`src/rtl/timer_sequencer_if.sv`:
```
// Request port of the timer sequencer: a one-way stream of terminal counts.
// A transfer happens on every rising clk where req_valid && req_ready; req_data is only meaningful while req_valid is high.
interface timer_sequencer_if #(
  parameter int Width = 4
);
  logic             req_valid;
  logic [Width-1:0] req_data;
  logic             req_ready;

  modport master (output req_valid, output req_data, input req_ready);
  modport slave  (input req_valid, input req_data, output req_ready);
endinterface

```
`src/rtl/timer_sequencer.sv`:
```
// Queues interval requests and drives the 4-bit interval timer through
// clear / load / count phases, one queued interval at a time.
module timer_sequencer #(
  parameter int Width = 4,
  parameter int Depth = 4
) (
  input  logic                   clk,
  input  logic                   srst,
  timer_sequencer_if.slave       req,
  input  logic                   abort_i,
  output logic                   tmr_srst_o,
  output logic                   tmr_start_o,
  output logic [Width-1:0]       tmr_data_o,
  input  logic                   tmr_stop_i,
  output logic                   done_o,
  output logic                   aborted_o,
  output logic                   busy_o,
  output logic [$clog2(Depth):0] fifo_level_o,
  output logic [1:0]             state_o
);
  localparam int AW = $clog2(Depth);
  localparam logic [AW:0] One = 1;

  typedef enum logic [1:0] {
    IDLE  = 2'd0,
    CLEAR = 2'd1,
    RUN   = 2'd2,
    DONE  = 2'd3
  } state_e;

  state_e           state_q;
  logic [Width-1:0] mem_q [Depth];
  logic [AW:0]      wr_ptr_q, wr_ptr_d;
  logic [AW:0]      rd_ptr_q, rd_ptr_d;
  logic [AW:0]      level_q, level_d;
  logic [Width-1:0] tmr_data_q;
  logic             tmr_srst_q, tmr_start_q, done_q, aborted_q;
  logic             full, empty, push, pop;

  // Full/empty come from registered pointers only, so a pop never frees a slot in the same cycle.
  assign empty = (wr_ptr_q == rd_ptr_q);
  assign full  = (wr_ptr_q[AW] != rd_ptr_q[AW]) &&
                 (wr_ptr_q[AW-1:0] == rd_ptr_q[AW-1:0]);
  assign push  = req.req_valid && !full;
  assign pop   = ((state_q == IDLE) || (state_q == DONE)) && !empty;

  always_comb begin
    wr_ptr_d = push ? wr_ptr_q + One : wr_ptr_q;
    rd_ptr_d = pop  ? rd_ptr_q + One : rd_ptr_q;
    level_d  = level_q;
    if (push && !pop) begin
      level_d = level_q + One;
    end else if (!push && pop) begin
      level_d = level_q - One;
    end
  end

  always_ff @(posedge clk) begin
    if (push) begin
      mem_q[wr_ptr_q[AW-1:0]] <= req.req_data;
    end
  end

  always_ff @(posedge clk) begin
    if (srst) begin
      wr_ptr_q <= '0;
      rd_ptr_q <= '0;
      level_q  <= '0;
    end else begin
      wr_ptr_q <= wr_ptr_d;
      rd_ptr_q <= rd_ptr_d;
      level_q  <= level_d;
    end
  end

  // Outputs are registered alongside the state they belong to; an abort reuses DONE with aborted_q instead of done_q.
  always_ff @(posedge clk) begin
    if (srst) begin
      state_q     <= IDLE;
      tmr_srst_q  <= 1'b1;
      tmr_start_q <= 1'b0;
      tmr_data_q  <= '0;
      done_q      <= 1'b0;
      aborted_q   <= 1'b0;
    end else begin
      done_q    <= 1'b0;
      aborted_q <= 1'b0;
      case (state_q)
        IDLE, DONE: begin
          tmr_srst_q  <= 1'b1;
          tmr_start_q <= 1'b0;
          if (pop) begin
            state_q    <= CLEAR;
            tmr_data_q <= mem_q[rd_ptr_q[AW-1:0]];
          end else begin
            state_q <= IDLE;
          end
        end
        CLEAR: begin
          if (abort_i) begin
            state_q   <= DONE;
            aborted_q <= 1'b1;
          end else begin
            state_q     <= RUN;
            tmr_srst_q  <= 1'b0;
            tmr_start_q <= 1'b1;
          end
        end
        RUN: begin
          if (tmr_stop_i || abort_i) begin
            state_q     <= DONE;
            tmr_srst_q  <= 1'b1;
            tmr_start_q <= 1'b0;
            done_q      <= tmr_stop_i;
            aborted_q   <= !tmr_stop_i;
          end
        end
        default: state_q <= IDLE;
      endcase
    end
  end

  assign req.req_ready = !full;
  assign tmr_srst_o    = tmr_srst_q;
  assign tmr_start_o   = tmr_start_q;
  assign tmr_data_o    = tmr_data_q;
  assign done_o        = done_q;
  assign aborted_o     = aborted_q;
  assign busy_o        = (state_q != IDLE);
  assign fifo_level_o  = level_q;
  assign state_o       = state_q;
endmodule

```
`src/flat_wrapper.sv`:
```
// flat-port wrapper written by rule: the top's interface ports become plain ports
module timer_sequencer_flat 
#(
  parameter int Width = 4,
  parameter int Depth = 4
)
  (clk, srst, abort_i, tmr_srst_o, tmr_start_o, tmr_data_o, tmr_stop_i, done_o, aborted_o, busy_o, fifo_level_o, state_o, req_req_valid, req_req_data, req_req_ready);
  timer_sequencer_if #(.Width(Width)) req_i ();
  input  logic clk;
  input  logic srst;
  input  logic abort_i;
  output logic tmr_srst_o;
  output logic tmr_start_o;
  output logic [Width-1:0] tmr_data_o;
  input  logic tmr_stop_i;
  output logic done_o;
  output logic aborted_o;
  output logic busy_o;
  output logic [$clog2(Depth):0] fifo_level_o;
  output logic [1:0] state_o;
  input wire logic [$bits(req_i.req_valid)-1:0] req_req_valid;
  input wire logic [$bits(req_i.req_data)-1:0] req_req_data;
  output wire logic [$bits(req_i.req_ready)-1:0] req_req_ready;
  assign req_i.req_valid = req_req_valid;
  assign req_i.req_data = req_req_data;
  assign req_req_ready = req_i.req_ready;
  timer_sequencer #(.Width(Width), .Depth(Depth)) u_core (.clk(clk), .srst(srst), .req(req_i), .abort_i(abort_i), .tmr_srst_o(tmr_srst_o), .tmr_start_o(tmr_start_o), .tmr_data_o(tmr_data_o), .tmr_stop_i(tmr_stop_i), .done_o(done_o), .aborted_o(aborted_o), .busy_o(busy_o), .fifo_level_o(fifo_level_o), .state_o(state_o));
endmodule
```
`config.mk`:
```
export PLATFORM = sky130hd
export DESIGN_NAME = timer_sequencer_flat
export DESIGN_NICKNAME = d
export VERILOG_FILES = /design/src/rtl/timer_sequencer_if.sv /design/src/rtl/timer_sequencer.sv /design/src/flat_wrapper.sv
export SDC_FILE = /design/constraint.sdc
export NUM_CORES = 1
export LEC_CHECK = 0
export ABC_AREA = 1
export CORE_AREA = 5 5 68 70
export CTS_CLUSTER_DIAMETER = 60
export DETAILED_ROUTE_END_ITERATION = 7
export DIE_AREA = 0 0 73 75
export DONT_BUFFER_PORTS = 1
export GPL_ROUTABILITY_DRIVEN = 0
export SLEW_MARGIN = 20
export SYNTH_ARGS = -nofsm -noshare
export SYNTH_HDL_FRONTEND = slang
export SYNTH_SLANG_ARGS = --single-unit
```
`constraint.sdc`:
```
create_clock -name clk -period 3.8 [get_ports clk]
set_clock_uncertainty 0.15 [all_clocks]
set_input_delay 0.76 -clock clk [delete_from_list [all_inputs] [get_ports clk]]
set_output_delay 0.76 -clock clk [all_outputs]
set_load 0.01 [all_outputs]
```
# Word-level counts from Yosys, hierarchy flattened
# Memory sizes are Yosys's and may differ from the RTL's. A register that Yosys moved wholly into a read port is not among the register bits.
# Index checks and enable logic that the tools add are counted.
dict set report classes {
  addsub 4
  multipliers 0
  n_div 0
  n_lt_le_gt_ge 0
  eq_ne 8
  shifts 0
  mux 17
  n_bitwise 2
  reduce_logical 19
}
# operator count
set ops {}
lappend ops {{1-bit two-way mux} 10}
lappend ops {{3-bit by 1-bit adder with 3-bit output, second input constant} 3}
lappend ops {{3-bit two-way mux} 2}
lappend ops {{1-bit case mux with 3 select lines} 2}
lappend ops {{2-bit case mux with 3 select lines} 1}
lappend ops {{1-bit logical AND} 5}
lappend ops {{1-bit zero test} 5}
lappend ops {{2-bit == test, second input constant} 2}
lappend ops {{2-bit AND reduction} 2}
lappend ops {{2-bit nonzero test} 2}
lappend ops {{3-bit == test} 1}
lappend ops {{3-bit OR reduction} 1}
lappend ops {{3-bit by 1-bit subtractor with 3-bit output, second input constant} 1}
lappend ops {{2-bit by 1-bit == test with 1-bit output, second input constant} 1}
lappend ops {{2-bit == test} 1}
lappend ops {{2-bit zero test} 1}
lappend ops {{1-bit logical OR} 2}
lappend ops {{2-bit two-way mux} 1}
lappend ops {{2-bit by 1-bit inequality test with 1-bit output, second input constant} 1}
lappend ops {{2-bit inequality test, second input constant} 1}
lappend ops {{1-bit NOT} 2}
lappend ops {{1-bit case mux with 2 select lines} 1}
lappend ops {{2-bit OR reduction} 1}
lappend ops {{1-bit inequality test} 1}
dict set report totals {
  reg_bits 15
  latch_bits 0
  mem_bits_rw 16
  romBits 0
  input_bits 9
  out_inout_bits 15
  elab_cells 59
  mem_count 1
}
# memory words width read_ports rd_clocked_by_memory_dff write_ports line
set memory_table {}
lappend memory_table {u_core.mem_q 4 4 1 1 1 timer_sequencer.sv:32} ;# logic [Width-1:0] mem_q [Depth];

# Depth between registers and ports, before layout
dict set report depth {
  ltp_word 8
  depth_mapped 13
  mapped_depth_nobuf 13
}

# Least setup slack after synthesis
# OpenSTA, ideal clock, no wires.
dict set report synth_timing {
  path_type {register to register}
  from {reg u_core.state_q[0], in the netlist u_core.state_o[0]}
  to {reg u_core.level_q[2], in the netlist u_core.fifo_level_o[2]}
  setup_ns 0.122
  arrival_ns 2.086
  required_time_ns 3.528
  setup_slack_ns 1.441
  stages_incl_launch_ff 12
  n_path_buf 0
  synth_period_minus_slack_ns 2.359
  cell_sequence {dfxtp_1 inv_1 ha_1 clkinv_1 nand2_4 ha_1 inv_1 fa_1 a21oi_1 o21ai_0 o21ai_0 a21oi_1}
}
dict set report synth_via {
  elab_chain_len 6
  elab_cells_between_ends 9
  cone_classes {eq/ne (1); mux (1); reduce/logical (7)}
}
# element line
set synth_lines {}
lappend synth_lines {{start: declaration} timer_sequencer.sv:31} ;# state_e state_q;
lappend synth_lines {{start signal: assignment} timer_sequencer.sv:79} ;# state_q <= IDLE;
lappend synth_lines {{start signal: assignment} timer_sequencer.sv:93} ;# state_q <= CLEAR;
lappend synth_lines {{start signal: assignment} timer_sequencer.sv:96} ;# state_q <= IDLE;
lappend synth_lines {{2-bit == test or 2-bit zero test (tied branches)} timer_sequencer.sv:45} ;# assign pop = ((state_q == IDLE) || (state_q == DONE)) && !empty;
lappend synth_lines {{1-bit logical OR *} timer_sequencer.sv:45}
lappend synth_lines {{1-bit logical AND *} timer_sequencer.sv:45}
lappend synth_lines {{1-bit zero test} timer_sequencer.sv:51} ;# if (push && !pop) begin
lappend synth_lines {{1-bit logical AND} timer_sequencer.sv:51}
lappend synth_lines {{3-bit two-way mux or 2-bit nonzero test (tied branches)} --}
lappend synth_lines {{end signal: assignment} timer_sequencer.sv:72} ;# level_q <= level_d;
lappend synth_lines {{end: declaration} timer_sequencer.sv:35} ;# logic [AW:0] level_q, level_d;
# Mark *: on every way between the ends. The rest lies on a longest branch, timed or not.
# A chain may end at the register's enable or synchronous reset.

# Worst setup path in the final report
dict set report layout_timing {
  from {reg u_core.rd_ptr_q[0]}
  to {reg u_core.level_q[2], in the netlist u_core.fifo_level_o[2]}
}
dict set report layout_via {
  elab_chain_len 7
  elab_cells_between_ends 13
  cone_classes {eq/ne (2); mux (1); reduce/logical (10)}
}
# element line
set layout_lines {}
lappend layout_lines {{start: declaration} timer_sequencer.sv:34} ;# logic [AW:0] rd_ptr_q, rd_ptr_d;
lappend layout_lines {{start signal: assignment} timer_sequencer.sv:71} ;# rd_ptr_q <= rd_ptr_d;
lappend layout_lines {{2-bit == test *} timer_sequencer.sv:43} ;# (wr_ptr_q[AW-1:0] == rd_ptr_q[AW-1:0]);
lappend layout_lines {{1-bit logical AND *} timer_sequencer.sv:42} ;# assign full = (wr_ptr_q[AW] != rd_ptr_q[AW]) &&
lappend layout_lines {{1-bit zero test *} --}
lappend layout_lines {{via req_req_ready} flat_wrapper.sv:23} ;# output wire logic [$bits(req_i.req_ready)-1:0] req_req_ready;
lappend layout_lines {{1-bit logical AND *} timer_sequencer.sv:44} ;# assign push = req.req_valid && !full;
lappend layout_lines {{via u_core.push} timer_sequencer.sv:38} ;# logic full, empty, push, pop;
lappend layout_lines {{1-bit zero test} timer_sequencer.sv:53} ;# end else if (!push && pop) begin
lappend layout_lines {{1-bit logical AND} timer_sequencer.sv:53}
lappend layout_lines {{2-bit nonzero test (no line)} --}
# The timed path passes the listed nets; every way through them passes the cells marked *.

==> flow_metrics.tcl <==
set metrics [dict create \
    num_antenna_cells 0 \
    drt_iter0_markers 43 \
    p_leak_uw 0.0008756 \
    netSwitchingFraction 0.4010 \
    grt_pass1_vias 1165 \
    rsz0062_at_grt "no" \
    start_kind "flip-flop" \
    ir_drop_uv 242.6 \
    hold_violations 0 \
    antenna_left 0 \
    tightest_slew_ns 0.4507 \
    wl_mm 2.974 \
    period_minus_slack_ns 2.634 \
    synthDistinctLibCells 23 \
    synth-seq-cells 35 \
    cts_tree "done" \
    ios 24 \
    final_util 0.4725 \
    critPathKind "flip-flop to flip-flop" \
    io_buffers 0 \
    fin_area_sq_um 1849 \
    ys_top_cells_by_area "edfxtp_1 28%, dfxtp_1 22%, inv_1 9.8%, nand2_1 9.8%, ha_1 6.5%" \
    synth_common_cells "45 x inv_1, 45 x nand2_1, 21 x nor2_1" \
    path_buf_inv 3 \
    fp-row-count 23 \
    p_per_area_nw_per_um2 686.2 \
    critPathMaxFanout 13 \
    syn_area_sq_um 1723 \
    grt_usage 0.1246 \
    numCtsBuffers 5 \
    start_util 0.4402 \
    die_h_microns 75 \
    die_w_microns 73 \
    syn_inst 209 \
    coreArea_sq_um 3914 \
    synth_largest_area_cell "edfxtp_1" \
    root_buffer "clkbuf_8" \
    status "finished, final reports clean" \
    critPathArrivalTime_ns 2.65 \
    max_slew_margin 0.6984 \
    synth-seq-area-share 0.4996 \
    timing.fmax_mhz 379.6 \
    p_int_uw 760.1 \
    route.detailed.drc 0 \
    grt_pass1_wl_mm 5.168 \
    firstDrtPassIters 4 \
    detail_route.wl_per_cell_microns 11.31 \
    switchingPower_uw 508.9 \
    fin_nets 231 \
    clock-sinks 35 \
    path_clk_slew_ns 0.08 \
    hold_path_class "flip-flop to flip-flop" \
    grt_overflow_total 0 \
    tns_ns 0 \
    cts.path.max_buffers 2 \
    setup_viol 0 \
    crit_chain "inv_2 > nand2_1 > nand2_1 > nand3_2 > nand2_2 > inv_1 > ha_1 > inv_1 > fa_1 > a21oi_1 > o21ai_0 > o21ai_0 > a21oi_1" \
    vias_per_cell 4.570 \
    syn_area_per_cell_sq_um 8.244 \
    post_cts_buffers 0 \
    area_growth_pct 7.335 \
    grt_max_degree 14 \
    post_cts_resized 0 \
    cap_violations 0 \
    slew_violations 0 \
    antenna_found_initial 0 \
    finalPower_uw 1269 \
    synthArstFlopShare 0 \
    r2r_slack_ns 1.17 \
    ys_warn_count 0 \
    period_share 0.6932 \
    clkPwrFrac 0.208 \
    cts_max_level 2 \
    endpoint_kind "flip-flop" \
    synthFlopType "dfxtp_1" \
    dr_total_vias 1202 \
    whs_ns 0.3608 \
    insertion_delay_ns 0.29 \
    cp.required_ns 3.82 \
    slowest_delay_ns 0.59 \
    die-area_sq_um 5475 \
    drive_gt1_frac 0.07042 \
    hpwlAfterDp_mm 2.289 \
    cp_top_family "flip-flops" \
    seqPwrFrac 0.439 \
    pwr-share-comb 0.352 \
    hold_buffers 0 \
    dpl_cell_area_sq_um 1760 \
    synth-edff-count 16 \
    syn_nets 228 \
    crit_slowest_cell "dfxtp_1" \
    synth_top_area_share 0.2789 \
]
[registers in the layout, indices dropped and copies added, names as in the netlist]
name                 flops
u_core.aborted_o         1
u_core.done_o            1
u_core.fifo_level_o      3
u_core.mem_q            16
u_core.rd_ptr_q          3
u_core.state_o           2
u_core.tmr_data_o        4
u_core.tmr_srst_o        1
u_core.tmr_start_o       1
u_core.wr_ptr_q          3
[cell type report]
cell class                      count  area, sq um
Tap cell                           50        62.56
Clock inverter                      3        20.02
Multi-Input combinational cell    122        656.9
Clock buffer                        5        68.82
Fill cell                         398         2064
Sequential cell                    35        860.8
Inverter                           48        180.2
[power by group through the flow]
stage          logic (uW)  clock network (uW)  registers, uW
2_1_floorplan         399                   0            536
3_3_place_gp          443                   0            567
3_5_place_dp          447                   0            569
4_1_cts               452                 274            561
5_1_grt               538                 294            572
6_report              447                 265            558
[path summary, 6_finish.rpt]
| kind | startpoint | end | cells past startpoint |
|---|---|---|---|
| worst min register to register | u_core.tmr_start_o | u_core.tmr_start_o | 2 |
| worst min-delay path | u_core.tmr_start_o | u_core.tmr_start_o | 2 |
| worst max register to register | u_core.rd_ptr_q[0] | u_core.fifo_level_o[2] | 13 |
| worst max-delay path | u_core.rd_ptr_q[0] | u_core.fifo_level_o[2] | 13 |
[layer usage]
layer  vias to the layer above  GRT usage  wire (microns)
li1                        645          -               -
met5                         -          0               0
met3                         5    0.04539             197
met1                       529     0.1531            1408
met2                        23     0.1966            1334
met4                         0    0.05533              33
[through the flow]
| step | std cells | worst slack (ns) |
|---|---|---|
| 6_report | 263 | 1.166 |
| 3_5_place_dp | 255 | 1.207 |
| 3_3_place_gp | 255 | 1.270 |
| 5_1_grt | 263 | 0.8432 |
| 2_1_floorplan | 209 | 1.441 |
| 4_1_cts | 263 | 1.172 |
[cells in the final DEF (no fill, tap or decap), drive strengths merged]
master    Yosys  final
nand3b        2      2
clkbuf        1      5
xor2          3      3
clkinv        1      2
fa            1      1
xnor2         1      1
edfxtp       16     16
dfxtp        19     19
nand3        20     20
o21ai         7      7
a21oi         9      9
nor3          1      1
inv          47     47
clkinvlp      0      2
nand4         1      1
ha            9      9
nand2        47     47
nor2         21     21
[logic make-up (layout without fill, tap and decap cells)]
kind of cell / count (synthesis) / in the layout / synth area share
flops: 35 / 35 / 0.4996
compound gates: 16 / 16 / 0.04647
buf+inv: 52 / 56 / 0.1191
simple gates: 92 / 92 / 0.2331
fa+ha+maj: 10 / 10 / 0.07698
xor+xnor: 4 / 4 / 0.02470
[tightest hold or removal path, stage by stage (launching register included)]
cell and delay, ns:
dfxtp_1 0.35, nand2_1 0.07, a21oi_1 0.06
Power figures use the tool's default switching activity.
